File: src/rtl/wb_init.sv
// ---------------------------------------------------------------------------
// wb_init -- Wishbone-style single-transfer bus initiator.
//
// Purpose:
//   Takes read/write commands from a local producer and queues them in a
//   small command FIFO. It issues them one at a time on the
//   strb/we/addr/wdata bus. It waits for ack, then returns exactly one
//   response pulse per command.
//
// Ports:
//   clk        in   single clock, rising edge
//   rst        in   asynchronous, active-low reset
//   cmd_valid  in   command offered
//   cmd_ready  out  FIFO can accept (not full)
//   cmd_we     in   1 = write, 0 = read
//   cmd_addr   in   target address   [ADDR_W]
//   cmd_wdata  in   write data       [DATA_W]
//   rsp_valid  out  one-cycle response pulse (no backpressure)
//   rsp_rdata  out  read data; 0 for writes and aborted transfers
//   rsp_err    out  transfer aborted by timeout (qualified by rsp_valid)
//   busy       out  FSM not idle or FIFO non-empty
//   level      out  FIFO occupancy   [$clog2(CMD_DEPTH)+1]
//   we/strb/addr/wdata  out  bus request
//   rdata      in   bus read data, valid with ack
//   ack        in   responder acknowledge
//
// Build option:
//   WB_INIT_TIMEOUT_EN  when defined, a transfer aborts with rsp_err=1 after
//                       TIMEOUT strobe cycles without ack. When undefined,
//                       XFER waits indefinitely and rsp_err is always 0.
// ---------------------------------------------------------------------------
module wb_init #(
  parameter int unsigned ADDR_W    = 8,
  parameter int unsigned DATA_W    = 8,
  parameter int unsigned CMD_DEPTH = 4,
  parameter int unsigned TIMEOUT   = 16
) (
  input  logic                         clk,
  input  logic                         rst,
  // command side
  input  logic                         cmd_valid,
  output logic                         cmd_ready,
  input  logic                         cmd_we,
  input  logic [ADDR_W-1:0]            cmd_addr,
  input  logic [DATA_W-1:0]            cmd_wdata,
  // response side
  output logic                         rsp_valid,
  output logic [DATA_W-1:0]            rsp_rdata,
  output logic                         rsp_err,
  // status
  output logic                         busy,
  output logic [$clog2(CMD_DEPTH):0]   level,
  // bus side
  output logic                         we,
  output logic                         strb,
  output logic [ADDR_W-1:0]            addr,
  output logic [DATA_W-1:0]            wdata,
  input  logic [DATA_W-1:0]            rdata,
  input  logic                         ack
);

  localparam int unsigned PTR_W = $clog2(CMD_DEPTH);
  localparam int unsigned LVL_W = PTR_W + 1;

  typedef enum logic [1:0] {
    ST_IDLE = 2'd0,
    ST_XFER = 2'd1,
    ST_RESP = 2'd2
  } state_e;

  // -------------------------------------------------------------------------
  // Command FIFO
  // -------------------------------------------------------------------------
  logic              fifo_we_q    [CMD_DEPTH];
  logic [ADDR_W-1:0] fifo_addr_q  [CMD_DEPTH];
  logic [DATA_W-1:0] fifo_wdata_q [CMD_DEPTH];

  logic [PTR_W-1:0]  wr_ptr_q, wr_ptr_d;
  logic [PTR_W-1:0]  rd_ptr_q, rd_ptr_d;
  logic [LVL_W-1:0]  level_q,  level_d;

  logic              ready_w;
  logic              push;
  logic              pop;

  state_e            state_q, state_d;

  // cmd_ready reflects the pre-edge level, so a full FIFO refuses a command
  // even in the cycle where the FSM pops the head entry.
  always_comb begin
    ready_w = (level_q != LVL_W'(CMD_DEPTH));
    push    = cmd_valid && ready_w;
    pop     = (state_q == ST_IDLE) && (level_q != '0);
  end

  // Pointers are PTR_W bits wide and CMD_DEPTH is a power of two, so
  // they wrap naturally.
  always_comb begin
    wr_ptr_d = wr_ptr_q;
    rd_ptr_d = rd_ptr_q;
    level_d  = level_q;
    if (push) begin
      wr_ptr_d = wr_ptr_q + PTR_W'(1);
    end
    if (pop) begin
      rd_ptr_d = rd_ptr_q + PTR_W'(1);
    end
    unique case ({push, pop})
      2'b10:   level_d = level_q + LVL_W'(1);
      2'b01:   level_d = level_q - LVL_W'(1);
      default: level_d = level_q;
    endcase
  end

  // Storage needs no reset; occupancy is tracked by the pointers and level.
  always_ff @(posedge clk) begin
    if (push) begin
      fifo_we_q[wr_ptr_q]    <= cmd_we;
      fifo_addr_q[wr_ptr_q]  <= cmd_addr;
      fifo_wdata_q[wr_ptr_q] <= cmd_wdata;
    end
  end

  always_ff @(posedge clk or negedge rst) begin
    if (!rst) begin
      wr_ptr_q <= '0;
      rd_ptr_q <= '0;
      level_q  <= '0;
    end else begin
      wr_ptr_q <= wr_ptr_d;
      rd_ptr_q <= rd_ptr_d;
      level_q  <= level_d;
    end
  end

  // -------------------------------------------------------------------------
  // Transfer FSM
  // -------------------------------------------------------------------------
  logic              strb_q,      strb_d;
  logic              we_q,        we_d;
  logic [ADDR_W-1:0] addr_q,      addr_d;
  logic [DATA_W-1:0] wdata_q,     wdata_d;
  logic              rsp_valid_q, rsp_valid_d;
  logic [DATA_W-1:0] rsp_rdata_q, rsp_rdata_d;
  logic              rsp_err_q,   rsp_err_d;

`ifdef WB_INIT_TIMEOUT_EN
  logic [7:0]        tmo_q, tmo_d;
  logic              tmo_expire;

  // Expiry is detected on the last permitted strobe cycle, so strb is high
  // for exactly TIMEOUT cycles before the abort takes effect.
  always_comb begin
    tmo_expire = (tmo_q == 8'(TIMEOUT - 1));
  end
`else
  logic              unused_timeout;
  assign unused_timeout = ^32'(TIMEOUT);
`endif

  always_comb begin
    state_d     = state_q;
    strb_d      = strb_q;
    we_d        = we_q;
    addr_d      = addr_q;
    wdata_d     = wdata_q;
    rsp_valid_d = 1'b0;
    rsp_rdata_d = rsp_rdata_q;
    rsp_err_d   = 1'b0;
`ifdef WB_INIT_TIMEOUT_EN
    tmo_d       = tmo_q;
`endif

    unique case (state_q)
      ST_IDLE: begin
        if (pop) begin
          we_d    = fifo_we_q[rd_ptr_q];
          addr_d  = fifo_addr_q[rd_ptr_q];
          wdata_d = fifo_wdata_q[rd_ptr_q];
          strb_d  = 1'b1;
          state_d = ST_XFER;
`ifdef WB_INIT_TIMEOUT_EN
          tmo_d   = '0;
`endif
        end
      end

      // ack is only looked at here, where strb is known to be high.
      ST_XFER: begin
        if (ack) begin
          rsp_rdata_d = we_q ? '0 : rdata;
          rsp_valid_d = 1'b1;
          strb_d      = 1'b0;
          we_d        = 1'b0;
          state_d     = ST_RESP;
`ifdef WB_INIT_TIMEOUT_EN
        end else if (tmo_expire) begin
          rsp_rdata_d = '0;
          rsp_err_d   = 1'b1;
          rsp_valid_d = 1'b1;
          strb_d      = 1'b0;
          we_d        = 1'b0;
          state_d     = ST_RESP;
        end else begin
          tmo_d = tmo_q + 8'd1;
`endif
        end
      end

      ST_RESP: begin
        state_d = ST_IDLE;
      end

      default: begin
        state_d = ST_IDLE;
        strb_d  = 1'b0;
        we_d    = 1'b0;
      end
    endcase
  end

  always_ff @(posedge clk or negedge rst) begin
    if (!rst) begin
      state_q     <= ST_IDLE;
      strb_q      <= 1'b0;
      we_q        <= 1'b0;
      addr_q      <= '0;
      wdata_q     <= '0;
      rsp_valid_q <= 1'b0;
      rsp_rdata_q <= '0;
      rsp_err_q   <= 1'b0;
`ifdef WB_INIT_TIMEOUT_EN
      tmo_q       <= '0;
`endif
    end else begin
      state_q     <= state_d;
      strb_q      <= strb_d;
      we_q        <= we_d;
      addr_q      <= addr_d;
      wdata_q     <= wdata_d;
      rsp_valid_q <= rsp_valid_d;
      rsp_rdata_q <= rsp_rdata_d;
      rsp_err_q   <= rsp_err_d;
`ifdef WB_INIT_TIMEOUT_EN
      tmo_q       <= tmo_d;
`endif
    end
  end

  // -------------------------------------------------------------------------
  // Outputs
  // -------------------------------------------------------------------------
  assign cmd_ready = ready_w;
  assign level     = level_q;
  assign busy      = (state_q != ST_IDLE) || (level_q != '0);
  assign strb      = strb_q;
  assign we        = we_q;
  assign addr      = addr_q;
  assign wdata     = wdata_q;
  assign rsp_valid = rsp_valid_q;
  assign rsp_rdata = rsp_rdata_q;
  assign rsp_err   = rsp_err_q;

endmodule

File: config.mk
export PLATFORM = sky130hd
export DESIGN_NAME = wb_init
export DESIGN_NICKNAME = d
export VERILOG_FILES = /design/src/rtl/wb_init.sv
export SDC_FILE = /design/constraint.sdc
export NUM_CORES = 1
export LEC_CHECK = 0
export ABC_AREA = 1
export CORE_MARGIN = 2
export CORE_UTILIZATION = 49
export CTS_CLUSTER_DIAMETER = 200
export DETAILED_ROUTE_END_ITERATION = 10
export PLACE_DENSITY_LB_ADDON = 0.1
export SETUP_SLACK_MARGIN = 0.02
export SYNTH_ARGS = -nofsm -noshare
export SYNTH_HDL_FRONTEND = slang
export SYNTH_SLANG_ARGS = --single-unit
File: constraint.sdc
create_clock -name clk -period 1.9 [get_ports clk]
set_clock_uncertainty 0.2 [all_clocks]
set_input_delay 0.38 -clock clk [delete_from_list [all_inputs] [get_ports clk]]
set_output_delay 0.38 -clock clk [all_outputs]
set_load 0.01 [all_outputs]
# Word-level counts from Yosys, hierarchy flattened
# Memories as Yosys holds them, arrays and structs flattened. A register that Yosys moved wholly into a read port is not among the register bits.
# Index checks and enable logic that the tools add are counted.
[word_totals] wordCells=50 regBits=20 ram_bits=68 out_inout_bits=33 n_memories=3 in_bits=29
[mem_list] memory="fifo_addr_q" words=4 word_bits=8 rd=1 rd_ports_with_merged_regs=1 write_ports=1 line_no="75" rtl="logic [ADDR_W-1:0] fifo_addr_q [CMD_DEPTH];"
[mem_list] memory="fifo_wdata_q" words=4 word_bits=8 rd=1 rd_ports_with_merged_regs=1 write_ports=1 line_no="76" rtl="logic [DATA_W-1:0] fifo_wdata_q [CMD_DEPTH];"
[mem_list] memory="fifo_we_q" words=4 word_bits=1 rd=1 rd_ports_with_merged_regs=0 write_ports=1 line_no="74" rtl="logic fifo_we_q [CMD_DEPTH];"
[op_classes] n_eq_ne=7 bitwise=1 reduce_logical=13 n_mux=14 addsub=4
[op_table] operator="$mux 8" count=1
[op_table] operator="$mux 1" count=7
[op_table] operator="$pmux 1 s3" count=2
[op_table] operator="$pmux 3 s2" count=1
[op_table] operator="$reduce_and 2->1" count=3
[op_table] operator="$add 2x1->2 const B" count=2
[op_table] operator="$eq 2x1->1 const B" count=2
[op_table] operator="$eq 2x2->1 const B" count=2
[op_table] operator="$mux 2" count=2
[op_table] operator="$ne 2x2->1 const B" count=2
[op_table] operator="$pmux 2 s2" count=1
[op_table] operator="$reduce_bool 2->1" count=2
[op_table] operator="$add 3x1->3 const B" count=1
[op_table] operator="$ne 3x3->1 const B" count=1
[op_table] operator="$reduce_and 3->1" count=1
[op_table] operator="$reduce_bool 3->1" count=1
[op_table] operator="$sub 3x1->3 const B" count=1
[op_table] operator="$logic_and 1x1->1" count=2
[op_table] operator="$logic_not 1->1" count=2
[op_table] operator="$logic_not 2->1" count=1
[op_table] operator="$logic_or 1x1->1" count=1
[op_table] operator="$not 1->1" count=1

# Longest topological paths before layout
# Gate-level depths: netlist (run 1).
[logic_depth] word_depth=4 depth_mapped=12 mapped_depth_nobuf=11

# Worst setup path after synthesis (run 1)
# OpenSTA, ideal clock, no wires.
[synth_timing] path_type="register to register" from="register level_q[0] (netlist: level[0])" to="memory fifo_addr_q[0][0], enable pin" n_path_buf=0 t_required_ps=1309 setup_slack_ps=-227 setup_ps=391 path_stages_with_launch=5 arrival_time_ps=1537 period_less_slack_ps=2127 path_cell_list="dfrtp_1 -> nor2_2 -> nand2_1 -> nand2_2 -> nor2_1"
[synth_via] elab_chain_len=4
[synth_lines] item="start, declared" line_no="80" rtl="logic [LVL_W-1:0] level_q, level_d;"
[synth_lines] item="start signal, assigned" line_no="132" rtl="level_q <= level_d;"
[synth_lines] item="$ne 3x3->1" line_no="91" rtl="ready_w = (level_q != LVL_W'(CMD_DEPTH));"
[synth_lines] item="named net cmd_ready" line_no="42" rtl="output logic cmd_ready,"
[synth_lines] item="$logic_and 1x1->1" line_no="92" rtl="push = cmd_valid && ready_w;"
[synth_lines] item="$mux 1" line_no="117" rtl="if (push) begin"
[synth_lines] item="$mux 1 (implied by the code)" line_no="119" rtl="fifo_addr_q[wr_ptr_q] <= cmd_addr;"
[synth_lines] item="end, declared" line_no="75"
# The timed path passes the listed nets, and every way through them passes these cells.

# Final worst setup path (run 1)
[layout_timing] from="register level_q[1] (netlist: level[1])" to="register level_q[2] (netlist: level[2])"
[layout_via] elab_chain_len=4 word_cells_on_any_way=10 classes_between="add/sub (2); eq/ne (3); mux (1); reduce/logical (4)"
[layout_lines] item="$ne 3x3->1 / $reduce_bool 3->1 (equally long branches)" line_no="91, 93"
[layout_lines] item="$logic_and 1x1->1 (on tied branches)" line_no="92, 93"
[layout_lines] item="$eq 2x1->1 / $eq 2x2->1 (equally long branches)" line_no="108" rtl="unique case ({push, pop})"
[layout_lines] item="$pmux 3 s2 / $reduce_bool 2->1 (equally long branches)"
# Several ways; a longest one is shown, not always the timed one.
# A chain may end at the register's enable or synchronous reset.

==> run summary, run 1 <==
The run finished with clean final reports. The DRC violation count after routing is 0. The residual overflow from global routing is 0.

The number of levels in the clock H-tree came out at 3. The cell area after synthesis is 4430 um^2. The post-route minimum period is 1.86 ns.

Summed over all cells, the static leakage comes to 2.73 nW. The hold violation total from the final report was 0. The synthesized net count is 474. The largest stage delay on the critical path is 0.40 ns. The number of synthesized flops with an enable pin is 68. The async set or reset register ratio after synthesis came out at 0.346. Setup violations remaining at the end of the flow were counted as 0. The number of CTS-inserted buffers came out at 9. The summed negative setup slack over all endpoints came out at 0 ns. Setup repair after global routing could not meet its margin everywhere. Across every metal layer, demand over resource in global routing totals 0.190.

The synthesized design spends more area on one cell type than any other, namely edfxtp_1. Of the available clock period, the critical path in the final layout requires 0.980. The number of top-level pins is 62.

The first-pass detailed-route iteration total is 4. The number of global-route vias before repair is 3008. The met2 global-route usage came out at 0.326. In this run the worst path has a maximum fanout of 2. STA classifies the critical path endpoint as a flop. The number of clock sinks came out at 104.

The first-pass GRT wire length is 14600 um. For this run, the leading register cell type out of synthesis is edfxtp_1. The overall power consumption is 0.00838 W. For this run, global-route usage on met3 was measured as 0.0239. The max-slew violation count came out at 0.

The root buffer cell chosen for the clock tree is clkbuf_8. By area, the combinational part of the netlist is dominated by simple AND/OR/NAND/NOR gates. The cell count after synthesis came out at 439.

The cell with the most instances after synthesis is nand2_1. The met1 track demand over resource in global routing came out at 0.245. Of the synthesized area, sequential elements account for 0.664. The repair_antennas step left the layout with diodes totalling 0. At the later pin of the worst-skew pair, clock insertion delay measures 0.36 ns. The clock-pin transition on the worst setup and hold timing paths came out at 0.10 ns. For this run, the top clock speed supported by timing is 0.537 GHz. The multiplexer share of the synthesized area came out at 0. For this configuration, the core starts out at a cell density of 0.506.

The tool flagged a number of max-cap violations equal to 0. The net total in the final layout is 554. The final weighted congestion in routability-driven placement is 0.739.

The adder-cell area share of the yosys netlist came out at 0.0186. The setup path with the least slack is of type reg2reg. The number of nets still failing antenna checks after routing is 0. Of the total synthesized cell area, the portion taken by XOR and XNOR cells is 0.00988. Power spread over the standard cell area amounts to 1510 nW/um^2. The number of placed instances, taps included, is 612. The peak supply drop came out at 588 uV.

The data required time at the worst endpoint came out at 1.96 ns. By count the netlist is led by nand2_1, inv_1, edfxtp_1, nand3_1, dfrtp_1. The average wire per standard cell is 13.7 um. The area share of the leading cell type in the synthesized netlist is 0.461. Before CTS, the worst setup slack after placement is -0.201 ns. The number of port buffers is 60. The total of warnings raised by yosys came out at 0. By area the synthesized netlist is led by edfxtp_1, dfrtp_1, nand2_1, inv_1, nand3_1.

The final-layout fill cell count came out at 712. The filler-free cell count of the finished design came out at 632. The post-DP HPWL is 5770 um. The synthesized area divided by synthesized cell count is 10.1 um^2. Walking the worst path, the cells encountered are nor2_4 > buf_6 > nand2_4 > nand2_4 > inv_4 > ha_4 > inv_4 > fa_2 > nand2_1 > nand3_1 > xor2_1.

The total die area is 9820 um^2. The number of placement rows is 34. The number of distinct library cells after synthesis is 23.

The clock passes through at most 2 buffers. The worst hold slack came out at 0.271 ns. The signal arrival time at the worst endpoint is 1.92 ns. Among all stages on the critical path, the largest delay is contributed by dfrtp_1. The routed layout has 3016 vias. The starting DRC count in detailed routing is 177. Relative to the synthesized area, the layout overhead comes to 25.1%. The number of antenna violations at the first check in global routing was 0. The TritonCTS clock tree is done. The maximum number of pins on one net before global-route repair came out at 36. The most congested layer reported by global routing is met2. The number of storage elements in the synthesis netlist is 104. Setup slack closes at 0.0380 ns. In the final layout, the share of cells above drive strength 1 is 0.105.

Of the total synthesized cell area, the portion taken by AND, OR, NAND and NOR gates is 0.195. The height of the die came out at 99.1 um. The worst min-delay path class is in2async.

The routed design has 8680 um of wire. The die boundary width came out at 99.1 um. The standard cell core area came out at 8760 um^2.

The worst setup path is launched from a flop. The complex-gate fraction of the synthesized area is 0.0135. After detailed routing, the number of vias per cell comes to 4.77.
[layout by cell type (no fill, tap or decap), types with 10 or more instances in the layout]
master	n
o21ai_0	10
nand2_1	152
dfrtp_1	35
nand3_1	46
dlymetal6s2s_1	12
clkbuf_8	10
edfxtp_1	68
clkdlybuf4s50_1	42
buf_4	19
inv_1	79
[registers in the layout, indices dropped and copies added (netlist names)]
register,flops
addr,8
fifo_addr_q,32
fifo_wdata_q,32
fifo_we_q,4
level,3
rd_ptr_q,2
rsp_rdata,8
rsp_valid,1
state_q,2
strb,1
wdata,8
we,1
wr_ptr_q,2
[per-stage QoR]
step	area, um^2	util
final	5550	0.633
after global routing	5550	0.633
after CTS	5500	0.628
after detailed placement	5270	0.601
after global placement	5270	0.601
after floorplan	4460	-
[layer usage]
layer | part of all wire | vias up
met4 | 0.017 | 0
met1 | 0.44 | 1413
met3 | 0.045 | 10
met5 | 0 | -
li1 | - | 1516
met2 | 0.50 | 77
[area by class of cell]
type,instances,area (um^2),share of cell area
Clock buffer,11,141,0.0255
Inverter,86,330,0.0596
Tap cell,108,135,0.0244
Clock inverter,5,56.3,0.0102
Multi-Input combinational cell,234,1100,0.198
Timing Repair Buffer,84,841,0.152
Sequential cell,104,2940,0.531
[cell families after synthesis]
group | after synthesis
AND/OR/NAND/NOR | 210
flip-flops | 104
buffers and inverters | 101
AO/OA/AOI/OAI | 12
adder cells (fa/ha/maj) | 6
XOR/XNOR | 5
other | 1
[path summary, 6_finish.rpt]
check,slack (ns),endpoint,from,cells past startpoint
worst min-delay path,0.27,rsp_rdata[3]$_DFFE_PN0P_,rst,2
worst max register to register,0.04,level[2]$_DFFE_PN0P_,level[1]$_DFFE_PN0P_,11
worst min register to register,0.28,wdata[3]$_DFFE_PN0P_,wdata[3]$_DFFE_PN0P_,2
min in group clk,0.28,wdata[3]$_DFFE_PN0P_,wdata[3]$_DFFE_PN0P_,2
worst max-delay path,0.04,level[2]$_DFFE_PN0P_,level[1]$_DFFE_PN0P_,11
max in group asynchronous,0.76,level[2]$_DFFE_PN0P_,rst,3
[critical path, delay by kind of cell, from the launching register on]
family / cells / cell delay, ns
adder cells (fa/ha/maj): 2 / 0.49
buffers and inverters: 3 / 0.22
AND/OR/NAND/NOR: 5 / 0.31
XOR/XNOR: 1 / 0.15
flip-flops: 1 / 0.40
[power breakdown]
| part | switching [W] | leakage (nW) | total [W] | internal, W |
|---|---|---|---|---|
| registers | 0.000280 | 1.06 | 0.00339 | 0.00311 |
| logic | 0.00208 | 1.57 | 0.00362 | 0.00153 |
| clock network | 0.000728 | 0.101 | 0.00137 | 0.000645 |
| total | 0.00309 | 2.73 | 0.00838 | 0.00529 |
[what timing repair did]
item,in CTS,in global routing
cloned,0,0
hold buffers,1,0
gates resized for setup,11,18
setup buffers,4,0
endpoints found under the setup margin,6,15
pin swaps,4,5
hold endpoints to repair,14,0
(Power assumes the default switching activity.)
==> run 2: changes to the inputs <==
Settings changed: TNS_END_PERCENT from default to 100.
==> results of run 2 <==
The final DEF is identical to that of run 1; final timing and power are the same.
